### src/rtl/oam_dma_ctrl.sv
// oam_dma_ctrl: OAM DMA bus initiator. Copies LEN bytes from page {src_page,8'h00}
// to DST_BASE at one byte per cycle. The read port is combinational and the
// write port is synchronous, so each byte passes through a one-deep write stage
// and reads overlap writes 1:1.
//
// Optional build macro: OAM_DMA_ECHO_FOLD_EN
//   defined   : source pages 8'hE0..8'hFF are folded down by 8'h20 (echo RAM -> WRAM)
//   undefined : source page is used verbatim
//
// state    | meaning
// ---------+------------------------------------------------------------
// ST_IDLE  | waiting for start, not busy
// ST_DELAY | START_DELAY idle cycles before the first read, no memory access
// ST_XFER  | reading byte idx; previous byte is in the write stage
// ST_DRAIN | last byte is being written; done pulses on the following cycle

module oam_dma_ctrl #(
  parameter int unsigned LEN         = 160,
  parameter logic [15:0] DST_BASE    = 16'hFE00,
  parameter int unsigned START_DELAY = 1
) (
  input  logic        clk,
  input  logic        rst,
  input  logic        start,
  input  logic [7:0]  src_page,
  output logic        busy,
  output logic        done,
  output logic [15:0] mem_r_addr,
  input  logic [7:0]  mem_r_data,
  output logic [15:0] mem_w_addr,
  output logic [7:0]  mem_w_data,
  output logic        mem_wen
);

  typedef enum logic [1:0] {
    ST_IDLE  = 2'd0,
    ST_DELAY = 2'd1,
    ST_XFER  = 2'd2,
    ST_DRAIN = 2'd3
  } state_t;

  localparam logic [7:0] LAST_IDX = 8'(LEN - 1);
  localparam logic [3:0] DLY_INIT = 4'(START_DELAY);

  state_t     state_q, state_d;
  logic [7:0] src_q, src_d;
  logic [7:0] idx_q, idx_d;
  logic [3:0] dly_q, dly_d;
  logic [7:0] data_q, data_d;
  logic [7:0] w_idx_q, w_idx_d;
  logic       wvalid_q, wvalid_d;
  logic       done_q, done_d;

  // Page actually read from; echo folding only exists in the macro build.
  function automatic logic [7:0] fold_page(input logic [7:0] p);
`ifdef OAM_DMA_ECHO_FOLD_EN
    return (p >= 8'hE0) ? (p - 8'h20) : p;
`else
    return p;
`endif
  endfunction

  // State register and write-stage flops; reset drops mem_wen immediately.
  always_ff @(posedge clk or posedge rst) begin
    if (rst) begin
      state_q  <= ST_IDLE;
      src_q    <= 8'h00;
      idx_q    <= 8'h00;
      dly_q    <= 4'h0;
      data_q   <= 8'h00;
      w_idx_q  <= 8'h00;
      wvalid_q <= 1'b0;
      done_q   <= 1'b0;
    end else begin
      state_q  <= state_d;
      src_q    <= src_d;
      idx_q    <= idx_d;
      dly_q    <= dly_d;
      data_q   <= data_d;
      w_idx_q  <= w_idx_d;
      wvalid_q <= wvalid_d;
      done_q   <= done_d;
    end
  end

  // Next-state logic: sequencing, write-stage capture and start/restart handling.
  always_comb begin
    state_d  = state_q;
    src_d    = src_q;
    idx_d    = idx_q;
    dly_d    = dly_q;
    data_d   = data_q;
    w_idx_d  = w_idx_q;
    wvalid_d = 1'b0;
    done_d   = 1'b0;

    // The write stage loads on every read cycle, even one cut short by a
    // restart, so a byte already read is never silently dropped.
    if (state_q == ST_XFER) begin
      data_d   = mem_r_data;
      w_idx_d  = idx_q;
      wvalid_d = 1'b1;
    end

    case (state_q)
      ST_IDLE: begin
      end
      ST_DELAY: begin
        if (dly_q <= 4'd1) begin
          state_d = ST_XFER;
        end else begin
          dly_d = dly_q - 4'd1;
        end
      end
      ST_XFER: begin
        idx_d = idx_q + 8'd1;
        if (idx_q == LAST_IDX) begin
          state_d = ST_DRAIN;
        end
      end
      ST_DRAIN: begin
        state_d = ST_IDLE;
        done_d  = 1'b1;
      end
      default: begin
        state_d = ST_IDLE;
      end
    endcase

    // Start wins in every state; in DRAIN the completion pulse is kept.
    if (start) begin
      src_d   = fold_page(src_page);
      idx_d   = 8'h00;
      dly_d   = DLY_INIT;
      state_d = (DLY_INIT != 4'd0) ? ST_DELAY : ST_XFER;
    end
  end

  assign busy       = (state_q != ST_IDLE);
  assign done       = done_q;
  assign mem_r_addr = {src_q, idx_q};
  assign mem_wen    = wvalid_q;
  assign mem_w_addr = DST_BASE + {8'h00, w_idx_q};
  assign mem_w_data = data_q;

endmodule

### config.mk
export PLATFORM = sky130hd
export DESIGN_NAME = oam_dma_ctrl
export DESIGN_NICKNAME = d
export VERILOG_FILES = /design/src/rtl/oam_dma_ctrl.sv
export SDC_FILE = /design/constraint.sdc
export NUM_CORES = 1
export LEC_CHECK = 0
export CAP_MARGIN = 40
export CORE_MARGIN = 5
export CORE_UTILIZATION = 45
export CTS_CLUSTER_DIAMETER = 200
export DETAILED_ROUTE_END_ITERATION = 10
export PLACE_DENSITY_LB_ADDON = 0.2
export SLEW_MARGIN = 20
export SYNTH_ARGS = -nofsm -noshare
export SYNTH_HDL_FRONTEND = slang
export SYNTH_SLANG_ARGS = --single-unit
### constraint.sdc
create_clock -name clk -period 1.8 [get_ports clk]
set_input_delay 0.18 -clock clk [delete_from_list [all_inputs] [get_ports clk]]
set_output_delay 0.18 -clock clk [all_outputs]
set_load 0.01 [all_outputs]
==> results.sh <==
export IMPL_status="finished clean"
export IMPL_vias=1323
export IMPL_vdd_drop_max_uv=623
export IMPL_crit_chain="inv_1 > ha_1 > inv_1 > clkdlybuf4s50_1"
export IMPL_slowest_delay_ps=520
export IMPL_drtAntennaViolNets=0
export IMPL_via_per_inst=5.15
export IMPL_r2r_slack_ps=180
export IMPL_min_path_type="in -> async"
export IMPL_synth_area_per_cell_um2=12.5
export IMPL_fin_util_pct=63.9
export IMPL_max_freq_mhz=584
export IMPL_clock_latency_ps=290
export IMPL_worstPathMaxFanout=4
export IMPL_grt_overflow=0
export IMPL_cts_sinks=40
export IMPL_netlist_top_cells_area="dfrtp_1 (56%), mux2_2 (14%), ha_1 (4.9%)"
export IMPL_wl_mm=3.66
export IMPL_htree_num_levels=2
export IMPL_gp_congestion=0.734
export IMPL_end_kind="primary output"
export IMPL_syn_cell_area_um2=1800
export IMPL_crit_type="reg -> out"
export IMPL_dp_cells=246
export IMPL_fin_cells=257
export IMPL_cts_made_buffers=5
export IMPL_hpwl_mm=2.73
export IMPL_layout_commonest_cell="clkdlybuf4s50_1"
export IMPL_antenna_found_initial=0
export IMPL_ff2ff_path_depth=5
export IMPL_start_util_pct=45.5
export IMPL_core_region_area_um2=3940
export IMPL_clkTransAtPathRegs_ps=70
export IMPL_min_period_ps=1710
export IMPL_clk_path_buf_depth=2
export IMPL_first_pass_iters=6
export IMPL_period_share_pct=95.2
export IMPL_r2r_end="state_q[1]"
export IMPL_cpLargestDelayFamily="buffers and inverters"
export IMPL_pin_count=62
export IMPL_grt_pass1_wl_mm=6.10
export IMPL_final_cell_mix="clkdlybuf4s50_1 (53), dfrtp_1 (40), mux2_2 (23)"
export IMPL_root_buffer="clkbuf_8"
export IMPL_drive_above_1_share_pct=20.3
export IMPL_r2r_start="idx_q[0]"
export IMPL_p_leak_nw=1.12
export IMPL_cp_depth=4
export IMPL_worstPathArrival_ps=1530
export IMPL_cts_repair_resized=0
export IMPL_netlist_instances=144
export IMPL_ctsHoldBuffers=0
export IMPL_drc=0
export IMPL_finClkSkew_ps=2.48
export IMPL_ys_warn_count=0
export IMPL_die_y_um=73.2
export IMPL_cts_tree="yes"
export IMPL_grt_max_degree=38
export IMPL_path_buf_inv=3
export IMPL_nets=232
export IMPL_drt_iter0_markers=34
export IMPL_synth_largest_area_cell="dfrtp_1"
export IMPL_slew_violations=0
export IMPL_p_total_w=0.00309
export IMPL_portBuffers=53
export IMPL_syn_to_final_growth_pct=40.3
export IMPL_cp_common_cell="inv_1"
export IMPL_setup_viol_count_final=0
export IMPL_fin_setup_tns_ps=0
export IMPL_postCtsSetupBuffers=0
export IMPL_cp_data_required_time_ps=1620
export IMPL_critPathLaunchType="flop"
export IMPL_hold_violations=0
export IMPL_insertedDiodeCount=0
export IMPL_grt_pass1_vias=1351
export IMPL_seq_area_frac_synth_pct=55.7
export IMPL_cap_violations=0
export IMPL_p_per_area_nw_per_um2=1230
export IMPL_synth_top_cell_area_share_pct=55.7
export IMPL_synth_seq_cells=40
export IMPL_die_w_um=73.2
export IMPL_num_rows=23
export IMPL_wl_per_cell_um=14.2
export IMPL_synthDistinctLibCells=32
export IMPL_cp_slowest_cell="clkdlybuf4s50_1"
export IMPL_grt_usage_pct=14.9
export IMPL_die_area_um2=5350
[layout make-up]
| type | count | area [um^2] |
|---|---|---|
| inverters | 8 | 30.0 |
| clock inverters | 1 | 30.0 |
| fillers | 303 | 1420 |
| clock buffers | 7 | 96.3 |
| repair buffers | 61 | 591 |
| multi-input cells | 90 | 708 |
| well taps | 50 | 62.6 |
| flip-flops and latches | 40 | 1000 |
[state kept, by name, indices dropped and copies added, names as in the netlist]
name / count
idx_q: 8
mem_w_data: 8
mem_wen: 1
w_idx_q: 8
dly_q: 4
src_q: 8
done: 1
state_q: 2
[report_power, final]
| group | switching [W] | leakage, nW | internal (W) |
|---|---|---|---|
| logic | 0.000472 | 0.541 | 0.000631 |
| clock network | 0.000292 | 0.0645 | 0.000489 |
| registers | 0.000117 | 0.512 | 0.00109 |
| total | 0.000882 | 1.12 | 0.00221 |
[worst reg2reg max path, cell delays in order (launching register included)]
cell and delay, ps:
dfrtp_1 440, ha_1 230, nand4_2 150, o311ai_2 380, nand4b_1 140, o221ai_1 200
[worst max-delay path by stage]
stage                             to  startpoint  slack (ps)
after detailed placement    idx_q[6]  state_q[0]         200
after global routing            busy  state_q[0]        -0.3
after floorplan           state_q[1]    idx_q[0]         330
after global placement      idx_q[6]  state_q[0]         260
after CTS                       busy  state_q[0]          30
final                           busy  state_q[1]          90
[Yosys cell counts]
library cell / count
o41ai_1: 1
buf_4: 8
a211o_1: 1
o31a_1: 1
nand4_2: 1
o21ai_0: 4
mux2_2: 23
o211ai_1: 1
nor2_1: 13
ha_1: 7
xnor2_1: 2
inv_1: 8
o221ai_1: 1
or3_1: 2
xor2_1: 4
a31oi_1: 1
o31ai_2: 1
nor3_1: 2
dfrtp_1: 40
nand4_1: 2
conb_1: 2
nand2_1: 4
nand2b_1: 1
nand3b_1: 2
o311ai_2: 1
o21bai_1: 1
a211oi_1: 1
buf_2: 3
mux2i_1: 1
nand4b_1: 1
a21oi_1: 3
buf_1: 1
[per-layer routing]
metal | share of wire, % | wire, um | vias to the layer above | track usage, %
li1 | - | - | 606 | -
met1 | 40 | 1470 | 655 | 16.9
met3 | 11 | 400 | 5 | 7.16
met2 | 47 | 1730 | 57 | 24.1
met4 | 1.4 | 52 | 0 | 5.74
met5 | 0 | 0 | - | 0
[cells by family after synthesis]
| family | after synthesis | share of synthesized area [%] |
|---|---|---|
| multiplexers | 24 | 15.0 |
| other | 2 | 0.418 |
| adder cells (fa/ha/maj) | 7 | 4.88 |
| flip-flops | 40 | 55.7 |
| buffers and inverters | 20 | 6.06 |
| AND/OR/NAND/NOR | 28 | 7.87 |
| AO/OA/AOI/OAI | 17 | 7.11 |
| XOR/XNOR | 6 | 2.93 |
[metrics by stage]
step,worst slack (ps),instance area (um^2),hold slack (ps)
finish,86.3,2520,66.7
CTS,32.1,2500,67.4
floorplan,334,1820,332
detailed placement,201,2370,388
global route,-0.339,2520,66.4
global placement,262,2370,371
Note: power is estimated with default switching activity, not from simulation.
